<file path="src/rtl/sa_pkg.sv">
// Shared constants and FSM encoding for the systolic array sequencer.
package sa_pkg;

  localparam int SIZE     = 8;
  localparam int ADDR_W   = 8;
  localparam int ROW_W    = $clog2(SIZE);

  localparam int SKEW_LAT = SIZE;
  localparam int COL_LAT  = SIZE;
  localparam int RD_LAT   = 1;

  // Cycles from the last activation read until the last result flag has left.
  localparam int DRAIN_CYC = RD_LAT + (SKEW_LAT - 1) + COL_LAT;
  localparam int DRAIN_W   = $clog2(DRAIN_CYC);

  typedef enum logic [2:0] {
    ST_IDLE,
    ST_LOAD_W,
    ST_STREAM,
    ST_DRAIN,
    ST_DONE
  } state_t;

endpackage

</file>
<file path="src/rtl/sa_seq_ctrl_if.sv">
// Command and array/buffer control bundle between host, sequencer and datapath.
interface sa_seq_ctrl_if;

  logic                        start;
  logic [sa_pkg::ADDR_W-1:0]   num_vec;
  logic                        abort;
  logic                        ready;
  logic                        busy;
  logic                        w_load_en;
  logic [sa_pkg::ROW_W-1:0]    w_row_sel;
  logic                        act_rd_en;
  logic [sa_pkg::ADDR_W-1:0]   act_rd_addr;
  logic [sa_pkg::SIZE-1:0]     row_en;
  logic                        out_valid;
  logic [sa_pkg::ADDR_W-1:0]   out_idx;
  logic                        done;

  modport master (
    output start, num_vec, abort,
    input  ready, busy, w_load_en, w_row_sel, act_rd_en, act_rd_addr,
           row_en, out_valid, out_idx, done
  );

  modport slave (
    input  start, num_vec, abort,
    output ready, busy, w_load_en, w_row_sel, act_rd_en, act_rd_addr,
           row_en, out_valid, out_idx, done
  );

endinterface

</file>
<file path="src/rtl/skew_shift.sv">
// Shift chain with synchronous clear; exposes the NTAP deepest stages.
// Tap k of q is din delayed (DEPTH-NTAP+k+1) cycles; no backpressure.
module skew_shift #(
  parameter int DEPTH = 8,
  parameter int NTAP  = DEPTH
) (
  input  logic            clk,
  input  logic            rstn,
  input  logic            clr,
  input  logic            din,
  output logic [NTAP-1:0] q
);

  logic [DEPTH-1:0] sr;

  always_ff @(posedge clk) begin
    if (!rstn || clr) begin
      sr <= '0;
    end else begin
      sr <= {sr[DEPTH-2:0], din};
    end
  end

  assign q = sr[DEPTH-1 -: NTAP];

endmodule

</file>
<file path="src/rtl/sa_seq_ctrl.sv">
// Weight-load / activation-stream sequencer for the SIZE x SIZE systolic array.
// Results flagged 3*SIZE+1 cycles after accept; start ignored while busy, abort cancels.
module sa_seq_ctrl
  import sa_pkg::*;
(
  input  logic         clk,
  input  logic         rstn,
  sa_seq_ctrl_if.slave bus
);

  state_t              state, state_nx;
  logic [ADDR_W-1:0]   n_q;
  logic [ROW_W-1:0]    row_q;
  logic [ADDR_W-1:0]   addr_q;
  logic [DRAIN_W-1:0]  drain_q;
  logic [ADDR_W-1:0]   idx_q;

  logic                ready_q;
  logic                busy_q;
  logic                wl_q;
  logic                rd_q;
  logic                done_q;
  logic [SIZE-1:0]     row_en;
  logic                ov;

  logic                accept;
  logic                kill;

  assign accept = (state == ST_IDLE) && bus.start;
  assign kill   = (state != ST_IDLE) && bus.abort;

  always_comb begin
    state_nx = state;
    case (state)
      ST_IDLE: begin
        if (bus.start) state_nx = ST_LOAD_W;
      end
      ST_LOAD_W: begin
        if (row_q == '0) state_nx = (n_q == '0) ? ST_DONE : ST_STREAM;
      end
      ST_STREAM: begin
        if (addr_q == n_q - ADDR_W'(1)) state_nx = ST_DRAIN;
      end
      ST_DRAIN: begin
        if (drain_q == '0) state_nx = ST_DONE;
      end
      ST_DONE: begin
        state_nx = ST_IDLE;
      end
      default: begin
        state_nx = ST_IDLE;
      end
    endcase
    if (kill) state_nx = ST_IDLE;
  end

  // Strobes are registered from the next state so they line up with it.
  always_ff @(posedge clk) begin
    if (!rstn) begin
      state   <= ST_IDLE;
      n_q     <= '0;
      row_q   <= '0;
      addr_q  <= '0;
      drain_q <= '0;
      idx_q   <= '0;
      ready_q <= 1'b1;
      busy_q  <= 1'b0;
      wl_q    <= 1'b0;
      rd_q    <= 1'b0;
      done_q  <= 1'b0;
    end else begin
      state   <= state_nx;
      ready_q <= (state_nx == ST_IDLE);
      busy_q  <= (state_nx != ST_IDLE);
      wl_q    <= (state_nx == ST_LOAD_W);
      rd_q    <= (state_nx == ST_STREAM);
      done_q  <= (state_nx == ST_DONE);

      if (accept) begin
        n_q    <= bus.num_vec;
        row_q  <= ROW_W'(SIZE - 1);
        addr_q <= '0;
        idx_q  <= '0;
      end else if (kill) begin
        row_q  <= '0;
        addr_q <= '0;
      end else begin
        if (state == ST_LOAD_W && row_q != '0) row_q <= row_q - ROW_W'(1);
        if (state == ST_STREAM && state_nx == ST_STREAM) addr_q <= addr_q + ADDR_W'(1);
        if (ov) idx_q <= idx_q + ADDR_W'(1);
      end

      if (state == ST_STREAM && state_nx == ST_DRAIN) begin
        drain_q <= DRAIN_W'(DRAIN_CYC - 1);
      end else if (state == ST_DRAIN && drain_q != '0) begin
        drain_q <= drain_q - DRAIN_W'(1);
      end
    end
  end

  skew_shift #(
    .DEPTH (SKEW_LAT),
    .NTAP  (SIZE)
  ) u_row_skew (
    .clk  (clk),
    .rstn (rstn),
    .clr  (kill),
    .din  (rd_q),
    .q    (row_en)
  );

  skew_shift #(
    .DEPTH (COL_LAT),
    .NTAP  (1)
  ) u_col_delay (
    .clk  (clk),
    .rstn (rstn),
    .clr  (kill),
    .din  (row_en[SIZE-1]),
    .q    (ov)
  );

  assign bus.ready       = ready_q;
  assign bus.busy        = busy_q;
  assign bus.w_load_en   = wl_q;
  assign bus.w_row_sel   = row_q;
  assign bus.act_rd_en   = rd_q;
  assign bus.act_rd_addr = addr_q;
  assign bus.row_en      = row_en;
  assign bus.out_valid   = ov;
  assign bus.out_idx     = idx_q;
  assign bus.done        = done_q;

endmodule

</file>
<file path="src/flat_wrapper.sv">
// flat-port wrapper written by rule: the top's interface ports become plain ports
module sa_seq_ctrl_flat import sa_pkg::*;
  (clk, rstn, bus_start, bus_num_vec, bus_abort, bus_ready, bus_busy, bus_w_load_en, bus_w_row_sel, bus_act_rd_en, bus_act_rd_addr, bus_row_en, bus_out_valid, bus_out_idx, bus_done);
  sa_seq_ctrl_if bus_i ();
  input  logic clk;
  input  logic rstn;
  input wire logic [$bits(bus_i.start)-1:0] bus_start;
  input wire logic [$bits(bus_i.num_vec)-1:0] bus_num_vec;
  input wire logic [$bits(bus_i.abort)-1:0] bus_abort;
  output wire logic [$bits(bus_i.ready)-1:0] bus_ready;
  output wire logic [$bits(bus_i.busy)-1:0] bus_busy;
  output wire logic [$bits(bus_i.w_load_en)-1:0] bus_w_load_en;
  output wire logic [$bits(bus_i.w_row_sel)-1:0] bus_w_row_sel;
  output wire logic [$bits(bus_i.act_rd_en)-1:0] bus_act_rd_en;
  output wire logic [$bits(bus_i.act_rd_addr)-1:0] bus_act_rd_addr;
  output wire logic [$bits(bus_i.row_en)-1:0] bus_row_en;
  output wire logic [$bits(bus_i.out_valid)-1:0] bus_out_valid;
  output wire logic [$bits(bus_i.out_idx)-1:0] bus_out_idx;
  output wire logic [$bits(bus_i.done)-1:0] bus_done;
  assign bus_i.start = bus_start;
  assign bus_i.num_vec = bus_num_vec;
  assign bus_i.abort = bus_abort;
  assign bus_ready = bus_i.ready;
  assign bus_busy = bus_i.busy;
  assign bus_w_load_en = bus_i.w_load_en;
  assign bus_w_row_sel = bus_i.w_row_sel;
  assign bus_act_rd_en = bus_i.act_rd_en;
  assign bus_act_rd_addr = bus_i.act_rd_addr;
  assign bus_row_en = bus_i.row_en;
  assign bus_out_valid = bus_i.out_valid;
  assign bus_out_idx = bus_i.out_idx;
  assign bus_done = bus_i.done;
  sa_seq_ctrl u_core (.clk(clk), .rstn(rstn), .bus(bus_i));
endmodule
</file>
<file path="config.mk">
export PLATFORM = sky130hd
export DESIGN_NAME = sa_seq_ctrl_flat
export DESIGN_NICKNAME = d
export VERILOG_FILES = /design/src/rtl/sa_pkg.sv /design/src/rtl/sa_seq_ctrl_if.sv /design/src/rtl/skew_shift.sv /design/src/rtl/sa_seq_ctrl.sv /design/src/flat_wrapper.sv
export SDC_FILE = /design/constraint.sdc
export NUM_CORES = 1
export LEC_CHECK = 0
export ABC_AREA = 1
export CAP_MARGIN = 20
export CORE_ASPECT_RATIO = 0.75
export CORE_MARGIN = 5
export CORE_UTILIZATION = 45
export CTS_CLUSTER_SIZE = 16
export DETAILED_ROUTE_END_ITERATION = 10
export HOLD_SLACK_MARGIN = 0.05
export MAX_ROUTING_LAYER = met4
export PLACE_DENSITY = 0.7
export SLEW_MARGIN = 20
export SYNTH_ARGS = -nofsm -noshare
export SYNTH_HDL_FRONTEND = slang
export SYNTH_SLANG_ARGS = --single-unit
</file>
<file path="constraint.sdc">
create_clock -name clk -period 4.4 [get_ports clk]
set_input_delay 1.32 -clock clk [delete_from_list [all_inputs] [get_ports clk]]
set_output_delay 1.32 -clock clk [all_outputs]
set_load 0.005 [all_outputs]
</file>
-- After elaboration in Yosys (flattened, before gate mapping)
Index checks and enable logic that the tools add are counted.
W data, S select, Z words.
- register bits: 55
- input port bits: 12
- latch bits: 0
- memory bits (writable): 0
- memory bits (read-only): 0
- memories kept: 0
- eq/ne operators: 8
- magnitude comparators: 0
- $mul: 0
- div/mod/pow operators: 0
- bitwise gates (word level): 2
- mux-type cells: 12
- shift operators: 0
- reduce and logical (&&, ||, !) cells: 22
- add/subtract/negate cells: 5
- operators with widths (cell ; count):
    $mux W3 ; 9
    $add A8 B1 Y8 const B ; 2
    $eq A3 B2 Y1 const B ; 4
    $pmux W3 S4 ; 1
    $reduce_bool A3 Y1 ; 4
    $logic_not A3 Y1 ; 3
    $eq A8 B8 Y1 ; 1
    $logic_not A8 Y1 ; 1
    $mux W4 ; 2
    $sub A8 B1 Y8 const B ; 1
    $eq A3 B1 Y1 const B ; 2
    $logic_and A1 B1 Y1 ; 6
    $logic_not A4 Y1 ; 1
    $reduce_bool A4 Y1 ; 1
    $sub A4 B1 Y4 const B ; 1
    $eq A3 B3 Y1 const B ; 1
    $reduce_or A3 Y1 ; 1
    $sub A3 B1 Y3 const B ; 1
    $not A1 Y1 ; 2
    $reduce_and A2 Y1 ; 1
    $reduce_bool A2 Y1 ; 1
    $reduce_or A2 Y1 ; 1
    $logic_not A1 Y1 ; 1
    $logic_or A1 B1 Y1 ; 1

-- Depth between registers and ports, before layout
- depth after elaboration: 8
- gate-level depth with buffers: 16
- gate-level depth less buffers: 16

-- Modules after synthesis
From an unflattened synthesis, not the netlist that was laid out.
- cells, all modules: 352
- area, all modules: 2611.3 um2
- by module, submodules not included (module ; area each (um2) ; sequential area each (um2) ; times used ; cells each):
    sa_seq_ctrl ; 2150.8 ; 780.7 ; 1 ; 300
    skew_shift ; 230.2 ; 160.2 ; 2 ; 26

-- Worst setup path before layout
OpenSTA, ideal clock, no wires.
- kind: input-to-reg
- start point: in rstn
- end point: reg u_core.u_col_delay.sr[0]
- setup slack: 2.122 ns
- required time: 4.336 ns
- data arrival time: 2.214 ns
- library setup time: 0.064 ns
- stages on the path: 6
- buffers on the path: 2
- cells stage by stage: clkbuf_1 > inv_1 > nor2_1 > clkinv_1 > buf_2 > nor2_1
- cells in the longest elaborated chain, start to end: 2
- ends and longest elaborated chain (item ; RTL line ; RTL):
    start, declared ; flat_wrapper.sv:6 ; input logic rstn;
    $logic_not A1 Y1 ; - ;
    $logic_or A1 B1 Y1 ; skew_shift.sv:17 ; if (!rstn || clr) begin
    end signal, assigned ; skew_shift.sv:20 ; sr <= {sr[DEPTH-2:0], din};
    end, declared ; skew_shift.sv:14 ; logic [DEPTH-1:0] sr;
No other way between the ends.
A chain may end at the register's enable or synchronous reset.

==> summary by stage <==
Outcome
The flow ran to the end, and the final reports show no timing, DRC or antenna violations.

Finish
The area of all placed cells without fillers is 3150 sq um. The multi-input combinational cells in the finished layout cover a total of 1150 sq um. For this run, the post-layout net count is 413.

Cells fill 58.6% of the core in the end. The number of antenna cells inserted is 0. The layout has 515 filler cells.

Relative to the synthesized area, the layout overhead comes to 25.1%. The fraction of layout instances using a drive strength above 1 is 6.33%. The sequential standard cell area is 1100 sq um.

Clock tree
Gates resized during post-CTS repair numbered 0. In this run the deepest clock path goes through 2 buffers. The CTS buffer count is 5. The later-pin clock latency in the skew report is 0.30 ns. The clock drives 55 sinks. TritonCTS built the clock tree. After clock tree synthesis, the clock-pin slew on the worst setup and hold paths is 0.09 ns. Clock tree synthesis selected as its root buffer the cell sky130_fd_sc_hd__clkbuf_8. The H-tree level count is 2.

The setup fix buffers added after clock tree synthesis is 0. In this run, post-CTS hold repair placed 0 buffers.

Logic synthesis
The predominant post-synthesis flop cell is sky130_fd_sc_hd__dfxtp_1. The area share of the largest cell type after synthesis is 43.7%. The library cell with the highest instance count after synthesis is sky130_fd_sc_hd__nand2_1. The post-synth net total is 367. The commonest cells after synthesis are 71 x sky130_fd_sc_hd__nand2_1, 60 x sky130_fd_sc_hd__inv_1, 55 x sky130_fd_sc_hd__dfxtp_1. The part of the Yosys area used for sequential elements is 43.7%. The cell type with the largest total area after synthesis is sky130_fd_sc_hd__dfxtp_1. The post-synthesis async set-or-reset flop share is 0%. The number of warnings reported in the yosys synthesis log is 0. In this run the cell area of the synthesized design comes to 2520 sq um. The average cell area after synthesis is 7.24 sq um. Counting every instance in the synthesized netlist gives 348. Sorting the synthesized cells by area gives the leading types as sky130_fd_sc_hd__dfxtp_1 44%, sky130_fd_sc_hd__nand2_1 11%, sky130_fd_sc_hd__inv_1 8.9%. The synthesized design contains 0 enable-type register cells. In this run, synthesis produced a sequential element count of 55. The netlist uses 31 different library cells.

STA
The top achievable clock speed is 351 MHz. The worst path in the final design needs a cycle of 2.85 ns, including I/O delays and setup. Setup repair after global routing left no endpoint under its margin. The worst relative slew slack is 70.7%.

The total count of hold-check failures in the final report came to 0. After routing, the total negative slack on setup checks comes to 0 ns. Setup violations remaining at the end of the flow were counted as 0.

The slew at the pin closest to its max-slew limit is 0.439 ns. Across the routed clock network, the largest skew measured is 0.00706 ns. The worst hold slack is 0.408 ns. The count of pins over their slew limit was 0. The share of the clock period used by the worst path after layout is 64.8%.

Die
After floorplanning, the core was divided into 23 placement rows. The floorplan step set the die width to 96.4 um. The placeable core region is 5380 sq um. During I/O placement, the number of pins put on the boundary was 45. The die covers 7210 sq um. The die height is 74.8 um. For this configuration, the core starts out at a cell density of 46.8%.

Power and ir drop
The worst-case IR drop observed on VDD is 0.205 mV. The design internal power is 0.000872 W. The register share of total power is 45.3%. In this run the power density over the cells is 404 nW/um^2. In this run switching power makes up 31.5% of total power. The analysis attributes to cell leakage a power of 1.25 nW.

Summed over all nets, the switching power comes to 0.000401 W. The share of total power dissipated in combinational logic is 28.4%. The clock group share of total power is 26.4%.

Setup path
The type of destination of the critical path is a register. By startpoint and endpoint, the worst setup path is classified as input pin to register. The data arrival at the endpoint of the critical path is 3.08 ns. The cell class contributing the biggest share of worst-path delay is buffers and inverters.

The largest stage delay on the critical path is 0.64 ns. For the worst flop-to-flop path, the logic depth is 10. Traced cell by cell, the critical path runs through clkdlybuf4s50_1, inv_1, nor2_1, clkinv_1, a21oi_1. The maximum fanout along the worst path is 17. The critical path contains buffers and inverters numbering 3 combined. STA puts the critical path data required time at 4.63 ns.

The slowest stage cell on the critical path is sky130_fd_sc_hd__clkdlybuf4s50_1. The worst setup path is launched from an input pin. Counting buffers and inverters, the worst setup path is 5 cells deep.

Min path
The type of the tightest min-delay check is register to register. Counting instances, the worst hold path has a depth of 2.

Global routing
The first global-routing pass estimated 9190 um of wire. The number of global-route vias before repair came to 1975. The initial antenna violation count is 0. Entering global routing, the biggest net connects 23 pins. The total overflow left after global routing is 0.

The global-route usage over all layers is 17.0%.

Drt
Using the TritonRoute via totals, the vias-per-cell ratio works out to 4.59. For this run, the detailed router's first-pass iteration total came to 4. The number of nets with antenna violations after routing is 0.

The detailed-route DRC error count is 0. The via total after detailed routing is 2155. The number of DRC violations after detailed-routing iteration 0 is 122. After detailed routing, the average wire length per cell comes to 11.4 um. Summed over all layers, the routed wires come to 5360 um.

Place
Summing all placed instances gives a cell area of 3040 sq um. At the end of routability-driven placement, the weighted congestion stood at 0.827. Detailed placement finished with a half-perimeter wire length of 4170 um. The number of buffer cells added on primary ports is 44.

Job
The tool flagged a number of max-cap violations equal to 0.
-- state kept, by name, summed over array words and instances, names as in the netlist, 3 cells and up --
signal / cells
u_core.u_row_skew.q: 8
u_core.bus.act_rd_addr: 8
u_core.drain_q: 4
u_core.n_q: 8
u_core.u_col_delay.sr: 8
u_core.bus.out_idx: 8
u_core.bus.w_row_sel: 3
u_core.state: 3
-- power groups by stage --
stage | Combinational, W | Sequential (W) | Clock [W]
global placement | 0.000355 | 0.000587 | 0
CTS | 0.000362 | 0.000577 | 0.000349
detailed placement | 0.000360 | 0.000589 | 0
global route | 0.000409 | 0.000583 | 0.000376
floorplan | 0.000249 | 0.000583 | 0
finish | 0.000361 | 0.000576 | 0.000336
-- layer usage --
metal / track usage (%) / routed length [um]
met1: 24.8 / 2960
met2: 22.9 / 2150
met3: 3.60 / 230
met4: 6.22 / 30
met5: - / 0
-- worst reg2reg max path: cells and delay by family, from the launching register on --
kind / cells / cell delay [ns]
compound gates: 1 / 0.18
xor+xnor: 1 / 0.14
fa+ha+maj: 1 / 0.36
buf+inv: 1 / 0.14
flops: 1 / 0.39
simple gates: 6 / 0.67
-- cell usage in the layout, fill, tap and decap left out --
cell type,count
sky130_fd_sc_hd__nand4_2,2
sky130_fd_sc_hd__a21oi_1,30
sky130_fd_sc_hd__nor3b_1,1
sky130_fd_sc_hd__nor3_4,2
sky130_fd_sc_hd__nand2_2,3
sky130_fd_sc_hd__nand2_1,71
sky130_fd_sc_hd__o21ai_0,17
sky130_fd_sc_hd__nor2_1,44
sky130_fd_sc_hd__clkinv_2,2
sky130_fd_sc_hd__nor4_1,3
sky130_fd_sc_hd__clkbuf_8,6
sky130_fd_sc_hd__nor2_2,2
sky130_fd_sc_hd__or2_2,1
sky130_fd_sc_hd__bufinv_16,1
sky130_fd_sc_hd__a21oi_4,1
sky130_fd_sc_hd__nand3_2,1
sky130_fd_sc_hd__nand3_1,17
sky130_fd_sc_hd__xor2_1,8
sky130_fd_sc_hd__inv_1,60
sky130_fd_sc_hd__ha_1,7
sky130_fd_sc_hd__o21ai_1,1
sky130_fd_sc_hd__buf_4,1
sky130_fd_sc_hd__clkinv_1,1
sky130_fd_sc_hd__inv_2,1
sky130_fd_sc_hd__nor3_1,3
sky130_fd_sc_hd__dfxtp_1,55
sky130_fd_sc_hd__o22ai_1,1
sky130_fd_sc_hd__xnor2_1,3
sky130_fd_sc_hd__o21ai_2,1
sky130_fd_sc_hd__clkdlybuf4s50_1,44
sky130_fd_sc_hd__nor2_4,1
sky130_fd_sc_hd__nand4_1,4
-- metrics by stage --
| stage | instances | total power [W] | setup WS, ns |
|---|---|---|---|
| 2_1_floorplan | 348 | 0.000832 | 2.12 |
| 3_3_place_gp | 462 | 0.000942 | 1.29 |
| 3_5_place_dp | 462 | 0.000948 | 1.21 |
| 4_1_cts | 470 | 0.00129 | 1.55 |
| 5_1_grt | 470 | 0.00137 | 1.39 |
| 6_report | 470 | 0.00127 | 1.55 |
-- logic make-up (layout without fill, tap and decap cells) --
family,count (synthesis),in the layout,share of synthesized area [%]
compound gates,51,51,10.8
buf+inv,69,116,10.5
flops,55,55,43.7
xor+xnor,11,11,3.82
fa+ha+maj,7,7,3.47
simple gates,155,155,27.7
-- final cells by class --
cell class	instances	area share, %
Multi-Input combinational cell	224	36.6
Sequential cell	55	34.9
Timing Repair Buffer	45	14.2
Inverter	63	7.54
Tap cell	75	2.98
Clock buffer	6	2.62
Clock inverter	2	1.11
-- path summary, 6_finish.rpt --
check | from | endpoint | slack [ns]
worst max-delay path | rstn | u_core.bus.w_row_sel[0]$_SDFFE_PN0P_ | 1.55
worst min-delay path | u_core.u_col_delay.sr[2]$_SDFF_PP0_ | u_core.u_col_delay.sr[3]$_SDFF_PP0_ | 0.41
worst max register to register | u_core.n_q[0]$_SDFFE_PN0P_ | u_core.drain_q[0]$_SDFFE_PN0P_ | 2.43
worst min register to register | u_core.u_col_delay.sr[2]$_SDFF_PP0_ | u_core.u_col_delay.sr[3]$_SDFF_PP0_ | 0.41
No activity file was read; power rests on OpenSTA's default activity.
